## src/rtl/ps2_key_decoder.sv

```systemverilog
// ---------------------------------------------------------------------------
// ps2_key_decoder
//
// PS/2 keyboard receiver and scan-code decoder. It feeds the key-state
// interface that the game logic reads.
//
// The raw ps2_clk and ps2_data lines are synchronised. ps2_clk is then
// glitch-filtered. Each falling edge of the filtered clock advances an
// 11-bit frame receiver (start, 8 data bits LSB first, odd parity, stop).
// Good bytes are decoded against the E0 (extended) and F0 (break) prefixes
// into a 512-entry key bitmap indexed by {ext, code}.
//
// Parameters:
//   FILTER_LEN      consecutive equal samples before the filtered clock moves
//   TIMEOUT_CYCLES  clk cycles without a fall strobe mid-frame before abort
//
// Configuration macro:
//   KEY_TYPEMATIC_FILTER_EN  when defined, a make code for a key that is
//                            already held (auto-repeat) produces no event.
//
// Ports:
//   clk          in   system clock
//   rst          in   asynchronous reset, active low (0 = reset)
//   ps2_clk      in   raw PS/2 clock, asynchronous
//   ps2_data     in   raw PS/2 data, asynchronous
//   key_down     out  bit {ext,code} is 1 while that key is held
//   last_change  out  {ext,code} of the most recent make/break event
//   been_ready   out  1-cycle pulse: key_down/last_change were just updated
//   frame_err    out  1-cycle pulse: frame dropped (start/parity/stop/timeout)
// ---------------------------------------------------------------------------
module ps2_key_decoder #(
  parameter int FILTER_LEN     = 8,
  parameter int TIMEOUT_CYCLES = 100000
) (
  input  logic         clk,
  input  logic         rst,
  input  logic         ps2_clk,
  input  logic         ps2_data,
  output logic [511:0] key_down,
  output logic [8:0]   last_change,
  output logic         been_ready,
  output logic         frame_err
);

  localparam int FW = $clog2(FILTER_LEN + 1);
  localparam int TW = $clog2(TIMEOUT_CYCLES);

  localparam logic [7:0] CODE_EXT = 8'hE0;
  localparam logic [7:0] CODE_BRK = 8'hF0;

  typedef enum logic [1:0] {
    ST_IDLE,
    ST_DATA,
    ST_PARITY,
    ST_STOP
  } state_t;

  // -------------------------------------------------------------------------
  // Input synchronisers. They reset to 1 because an idle PS/2 bus is high.
  // -------------------------------------------------------------------------
  logic [1:0] clk_sync;
  logic [1:0] data_sync;
  logic       clk_s;
  logic       data_s;

  always_ff @(posedge clk or negedge rst) begin
    if (!rst) begin
      clk_sync  <= 2'b11;
      data_sync <= 2'b11;
    end else begin
      // NOTE: state registers use non-blocking assignments. Each stage then
      // reads the value its neighbour held before the edge, which is what
      // makes this a two-stage shift rather than a single wire.
      clk_sync  <= {clk_sync[0], ps2_clk};
      data_sync <= {data_sync[0], ps2_data};
    end
  end

  assign clk_s  = clk_sync[1];
  assign data_s = data_sync[1];

  // -------------------------------------------------------------------------
  // Clock filter. flt_cnt counts consecutive samples that disagree with the
  // current filtered level. Any agreeing sample restarts the count, so a
  // glitch shorter than FILTER_LEN never moves the filtered clock.
  // -------------------------------------------------------------------------
  logic [FW-1:0] flt_cnt;
  logic          flt_clk;
  logic          flt_clk_d;
  logic          fall;

  always_ff @(posedge clk or negedge rst) begin
    if (!rst) begin
      flt_cnt   <= '0;
      flt_clk   <= 1'b1;
      flt_clk_d <= 1'b1;
    end else begin
      flt_clk_d <= flt_clk;
      if (clk_s == flt_clk) begin
        flt_cnt <= '0;
      end else if (flt_cnt == FW'(FILTER_LEN - 1)) begin
        flt_clk <= clk_s;
        flt_cnt <= '0;
      end else begin
        flt_cnt <= flt_cnt + FW'(1);
      end
    end
  end

  assign fall = flt_clk_d & ~flt_clk;

  // -------------------------------------------------------------------------
  // Frame receiver FSM
  // -------------------------------------------------------------------------
  state_t        state, state_nxt;
  logic [2:0]    bit_cnt, bit_cnt_nxt;
  logic [7:0]    shift, shift_nxt;
  logic          par_bit, par_nxt;
  logic [TW-1:0] to_cnt;
  logic          to_hit;
  logic          start_err;
  logic          stop_good;
  logic          stop_bad;
  logic          timeout;

  assign to_hit = (to_cnt == TW'(TIMEOUT_CYCLES - 1));

  always_ff @(posedge clk or negedge rst) begin
    if (!rst) begin
      state   <= ST_IDLE;
      bit_cnt <= '0;
      shift   <= '0;
      par_bit <= 1'b0;
    end else begin
      state   <= state_nxt;
      bit_cnt <= bit_cnt_nxt;
      shift   <= shift_nxt;
      par_bit <= par_nxt;
    end
  end

  always_comb begin
    // NOTE: every output of this block gets a default first. A path that
    // leaves a signal unassigned would otherwise infer a latch.
    state_nxt   = state;
    bit_cnt_nxt = bit_cnt;
    shift_nxt   = shift;
    par_nxt     = par_bit;
    start_err   = 1'b0;
    stop_good   = 1'b0;
    stop_bad    = 1'b0;
    timeout     = 1'b0;

    if (fall) begin
      unique case (state)
        ST_IDLE: begin
          if (!data_s) begin
            state_nxt   = ST_DATA;
            bit_cnt_nxt = '0;
          end else begin
            start_err = 1'b1;
          end
        end
        ST_DATA: begin
          shift_nxt   = {data_s, shift[7:1]};
          bit_cnt_nxt = bit_cnt + 3'd1;
          if (bit_cnt == 3'd7) state_nxt = ST_PARITY;
        end
        ST_PARITY: begin
          par_nxt   = data_s;
          state_nxt = ST_STOP;
        end
        ST_STOP: begin
          state_nxt = ST_IDLE;
          if (data_s && (^{shift, par_bit})) stop_good = 1'b1;
          else                               stop_bad  = 1'b1;
        end
        default: state_nxt = ST_IDLE;
      endcase
    end else if (state != ST_IDLE && to_hit) begin
      state_nxt = ST_IDLE;
      timeout   = 1'b1;
    end
  end

  // The timeout counter only runs while a frame is in flight. It saturates
  // at the terminal count; the FSM leaves mid-frame on that same cycle.
  always_ff @(posedge clk or negedge rst) begin
    if (!rst) begin
      to_cnt <= '0;
    end else if (fall || state == ST_IDLE) begin
      to_cnt <= '0;
    end else if (!to_hit) begin
      to_cnt <= to_cnt + TW'(1);
    end
  end

  // -------------------------------------------------------------------------
  // Scan-code decoder. The received byte is decoded on the STOP fall strobe.
  // The results appear on the outputs one clk later.
  // -------------------------------------------------------------------------
  logic       ext, ext_nxt;
  logic       brk, brk_nxt;
  logic       err_nxt;
  logic       ev_nxt;
  logic [8:0] key;

  assign key     = {ext, shift};
  assign err_nxt = start_err | stop_bad | timeout;

  always_comb begin
    ext_nxt = ext;
    brk_nxt = brk;
    ev_nxt  = 1'b0;
    if (err_nxt) begin
      ext_nxt = 1'b0;
      brk_nxt = 1'b0;
    end else if (stop_good) begin
      if (shift == CODE_EXT) begin
        ext_nxt = 1'b1;
      end else if (shift == CODE_BRK) begin
        brk_nxt = 1'b1;
      end else begin
        ext_nxt = 1'b0;
        brk_nxt = 1'b0;
`ifdef KEY_TYPEMATIC_FILTER_EN
        // An auto-repeated make for a key that is already held is swallowed.
        ev_nxt  = brk | ~key_down[key];
`else
        ev_nxt  = 1'b1;
`endif
      end
    end
  end

  always_ff @(posedge clk or negedge rst) begin
    if (!rst) begin
      ext         <= 1'b0;
      brk         <= 1'b0;
      been_ready  <= 1'b0;
      frame_err   <= 1'b0;
      last_change <= '0;
      // NOTE: the key bitmap is a wide state array that is cleared on reset.
      // After a reset the game logic must see no keys held, even if a break
      // code was lost mid-frame.
      key_down    <= '0;
    end else begin
      ext        <= ext_nxt;
      brk        <= brk_nxt;
      been_ready <= ev_nxt;
      frame_err  <= err_nxt;
      if (ev_nxt) begin
        key_down[key] <= ~brk;
        last_change   <= key;
      end
    end
  end

endmodule

```

## config.mk

```make
export PLATFORM = sky130hd
export DESIGN_NAME = ps2_key_decoder
export DESIGN_NICKNAME = d
export VERILOG_FILES = /design/src/rtl/ps2_key_decoder.sv
export SDC_FILE = /design/constraint.sdc
export NUM_CORES = 1
export LEC_CHECK = 0
export CAP_MARGIN = 20
export CORE_ASPECT_RATIO = 0.9
export CORE_UTILIZATION = 40
export CTS_CLUSTER_SIZE = 25
export DETAILED_ROUTE_END_ITERATION = 6
export PLACE_DENSITY_LB_ADDON = 0.25
export SYNTH_ARGS = -nofsm -noshare
export SYNTH_HDL_FRONTEND = slang
export SYNTH_SLANG_ARGS = --single-unit
```

## constraint.sdc

```tcl
create_clock -name clk -period 3.7 [get_ports clk]
set_input_delay 0.37 -clock clk [delete_from_list [all_inputs] [get_ports clk]]
set_output_delay 0.37 -clock clk [all_outputs]
set_load 0.02 [all_outputs]
```

==> results.sh <==
export IMPL_postCtsSetupRepairBufs=0
export IMPL_endpoint_kind="register"
export IMPL_synth_main_ff_cell="dfrtp_1"
export IMPL_drive_above_1_share_pct=8.32
export IMPL_ir_drop_mv=0.397
export IMPL_powerDensity_nw_per_um2=419
export IMPL_gp_congestion=0.836
export IMPL_slew_viol_final=0
export IMPL_viasPerCell=5.72
export IMPL_synth_edff_count=0
export IMPL_cts_root_buf="clkbuf_16"
export IMPL_setup_viol=0
export IMPL_track_usage_pct=25.8
export IMPL_syn_nets=2157
export IMPL_hold_path_depth=1
export IMPL_first_pass_iters=7
export IMPL_dieArea_sq_um=59700
export IMPL_port_buffers=526
export IMPL_p_seq_share_pct=48.1
export IMPL_clock_fmax_mhz=332
export IMPL_gr_total_overflow=0
export IMPL_avgSynthCellArea_sq_um=10.9
export IMPL_syn_area_sq_um=23500
export IMPL_cts_buffer_depth=3
export IMPL_core_sq_um=57500
export IMPL_hold_viol=0
export IMPL_power_switching_mw=3.08
export IMPL_r2r_slack_ns=0.69
export IMPL_ff2ff_path_depth=6
export IMPL_clkLatencyLatePin_ns=0.61
export IMPL_cts_sinks=566
export IMPL_syn_inst=2144
export IMPL_pwr_share_clk_pct=46.4
export IMPL_drt_iter0_drc=1649
export IMPL_wl_mm=78.2
export IMPL_failed_checks="DRC"
export IMPL_yosys_warnings=0
export IMPL_power_internal_mw=10.1
export IMPL_drc=4
export IMPL_fp_dieH_um=232
export IMPL_status="finished, violations left"
export IMPL_crit_path_start_kind="register"
export IMPL_skew_ns=0.0102
export IMPL_cap_violations=0
export IMPL_reg2reg_to="key_down[456]$_DFFE_PN0P_"
export IMPL_switching_share_pct=23.4
export IMPL_r2r_start="shift[1]$_DFFE_PN0P_"
export IMPL_start_util_pct=40.8
export IMPL_required_ns=4.16
export IMPL_criticalPathCategory="register to register"
export IMPL_synthToLayoutAreaGrowth_pct=34.1
export IMPL_final_nets=2564
export IMPL_grt_pass1_vias=18728
export IMPL_total_power_mw=13.2
export IMPL_min_to="data_sync[0]$_DFF_PN1_"
export IMPL_path_clk_slew_ns=0.06
export IMPL_period_share_pct=81.4
export IMPL_cts_buffers=60
export IMPL_combPwrFrac_pct=5.5
export IMPL_period_minus_slack_ns=3.01
export IMPL_hold_class="input pin to register"
export IMPL_grt_max_degree=101
export IMPL_worstPathMaxFanout=17
export IMPL_power_leakage_nw=12.9
export IMPL_ys_types=51
export IMPL_rows=83
export IMPL_io_pins=527
export IMPL_tightest_slew_ns=1.10
export IMPL_die_w_um=257
export IMPL_cts_tree="done"
export IMPL_async_reset_ff_share_pct=100
export IMPL_rsz0062_at_grt="no"
export IMPL_hpwl_mm=52.9
export IMPL_relSlewSlack_pct=26.4
export IMPL_ys_seq_area_share_pct=60.4
export IMPL_fillers=4919
export IMPL_grt_pass1_wl_mm=118
export IMPL_antenna_found_initial=1
export IMPL_ant_nets=0
export IMPL_htreeDepth=2
export IMPL_cts_resized_gates=0
export IMPL_dr_total_vias=19253
export IMPL_worst_ep_arrival_time_ns=3.47
export IMPL_finalSetupTns_ns=0
export IMPL_min_delay_start="ps2_data"
export IMPL_wire_per_inst_um=23.2
export IMPL_ys_ff_latch=566
[cell usage after synthesis, drive strengths merged, types with 2 or more instances]
library cell	n	area, sq um
a211oi	2	15.0
a21oi	8	40.0
a31oi	2	12.5
and2	2	12.5
and3	5	31.3
and3b	3	27.5
and4	5	43.8
buf	38	198
clkbuf	219	822
dfrtp	560	14000
dfstp	6	158
ha	9	113
inv	11	41.3
mux2	19	214
mux2i	8	80.1
nand2	78	300
nand2b	6	37.5
nand3	34	170
nand3b	3	22.5
nand4	12	75.1
nand4b	7	61.3
nor2	30	113
nor2b	8	50.1
nor3	14	70.1
nor3b	6	50.1
nor4b	3	47.5
nor4bb	2	20.0
o21ai	509	2550
o22ai	2	12.5
o31ai	502	3770
or2	2	12.5
or3	4	25.0
xnor2	5	51.3
xnor3	2	45.0
xor2	11	96.3
[critical path, stage by stage (launching register included)]
cell and delay, ns:
dfrtp_1 0.41, buf_4 0.20, nand2b_1 0.21, nor3_1 0.82
nand2_1 0.67, o21ai_0 0.41, o31ai_1 0.14
[metal layers]
| metal | part of all wire (%) | global-route usage (%) | vias up |
|---|---|---|---|
| met5 | 0 | 0 | - |
| met1 | 42 | 34.3 | 9556 |
| met2 | 47 | 41.3 | 701 |
| li1 | - | - | 8868 |
| met3 | 7.7 | 6.35 | 128 |
| met4 | 3.2 | 8.78 | 0 |
[through the flow]
stage          util (%)  instances  setup WS (ns)  instance area (sq um)  hold WS, ns
2_1_floorplan         -       2144           1.34                  23500       0.0744
3_3_place_gp       51.2       3252          0.779                  29500        0.347
3_5_place_dp       51.2       3252          0.668                  29500        0.350
4_1_cts            54.7       3361          0.663                  31500        0.134
5_1_grt            54.7       3362          0.451                  31500        0.140
6_report           54.7       3363          0.688                  31500        0.177
[sequential cells by signal, summed over array words and instances, names as in the netlist]
name / flops
been_ready: 1
brk: 1
flt_clk_d: 1
to_cnt: 17
last_change: 9
ext: 1
flt_cnt: 4
data_sync: 2
par_bit: 1
shift: 8
frame_err: 1
state: 2
bit_cnt: 3
key_down: 512
flt_clk: 1
clk_sync: 2
[power by group through the flow]
| stage | Clock [mW] | Combinational, mW | Sequential [mW] |
|---|---|---|---|
| final | 6.12 | 0.722 | 6.34 |
| after global routing | 6.50 | 0.805 | 6.35 |
| after floorplan | 0 | 0.450 | 6.42 |
| after detailed placement | 0 | 0.721 | 6.45 |
| after CTS | 6.26 | 0.725 | 6.34 |
| after global placement | 0 | 0.693 | 6.44 |
[cell usage in the layout (no fill, tap or decap), types with 7 or more instances in the layout]
| cell type | synthesis | routed |
|---|---|---|
| nor2b_1 | 8 | 8 |
| inv_1 | 11 | 11 |
| nor3_1 | 14 | 14 |
| clkdlybuf4s50_1 | 0 | 525 |
| dfrtp_1 | 560 | 559 |
| o21ai_0 | 509 | 509 |
| nand3_1 | 34 | 29 |
| mux2_2 | 19 | 19 |
| nand2_1 | 77 | 71 |
| buf_4 | 2 | 61 |
| nand4_1 | 12 | 12 |
| clkbuf_1 | 219 | 14 |
| buf_12 | 0 | 13 |
| clkbuf_16 | 0 | 61 |
| a21oi_1 | 8 | 8 |
| xor2_1 | 11 | 11 |
| clkinv_2 | 0 | 10 |
| mux2i_1 | 8 | 8 |
| ha_1 | 9 | 9 |
| nand4b_1 | 7 | 7 |
| nor2_1 | 30 | 30 |
| o31ai_1 | 502 | 502 |
| clkbuf_8 | 0 | 15 |
[repair_timing]
item / 4_1_cts / 5_1_grt
hold buffers: 1 / 0
hold endpoints to repair: 80 / 0
endpoints found under the setup margin: 0 / 0
[cell families after synthesis]
family          after synthesis  share of synthesized area (%)
compound gates             1029                           27.4
xor+xnor                     19                          0.922
fa+ha+maj                     9                          0.480
buf+inv                     268                           4.52
flops                       566                           60.4
mux                          27                           1.25
simple gates                226                           5.06
[area by class of cell]
cell class / count / area [sq um] / share of cell area, %
diodes: 1 / 2.50 / 0.00795
well taps: 765 / 957 / 3.04
clock buffers: 90 / 1790 / 5.67
multi-input cells: 1310 / 8290 / 26.3
clock inverters: 18 / 225 / 0.715
repair buffers: 602 / 6000 / 19.1
flip-flops and latches: 566 / 14200 / 45.0
inverters: 11 / 41.3 / 0.131
[how the worst max path moves through the flow]
stage | to | slack [ns] | startpoint
after floorplan | key_down[152]$_DFFE_PN0P_ | 1.34 | state[0]$_DFFE_PN0P_
after global placement | key_down[234]$_DFFE_PN0P_ | 0.78 | shift[2]$_DFFE_PN0P_
after detailed placement | key_down[352]$_DFFE_PN0P_ | 0.67 | shift[2]$_DFFE_PN0P_
after CTS | key_down[352]$_DFFE_PN0P_ | 0.66 | shift[2]$_DFFE_PN0P_
after global routing | key_down[207]$_DFFE_PN0P_ | 0.45 | shift[6]$_DFFE_PN0P_
final | key_down[456]$_DFFE_PN0P_ | 0.69 | shift[1]$_DFFE_PN0P_
No activity file was read; power rests on OpenSTA's default activity.
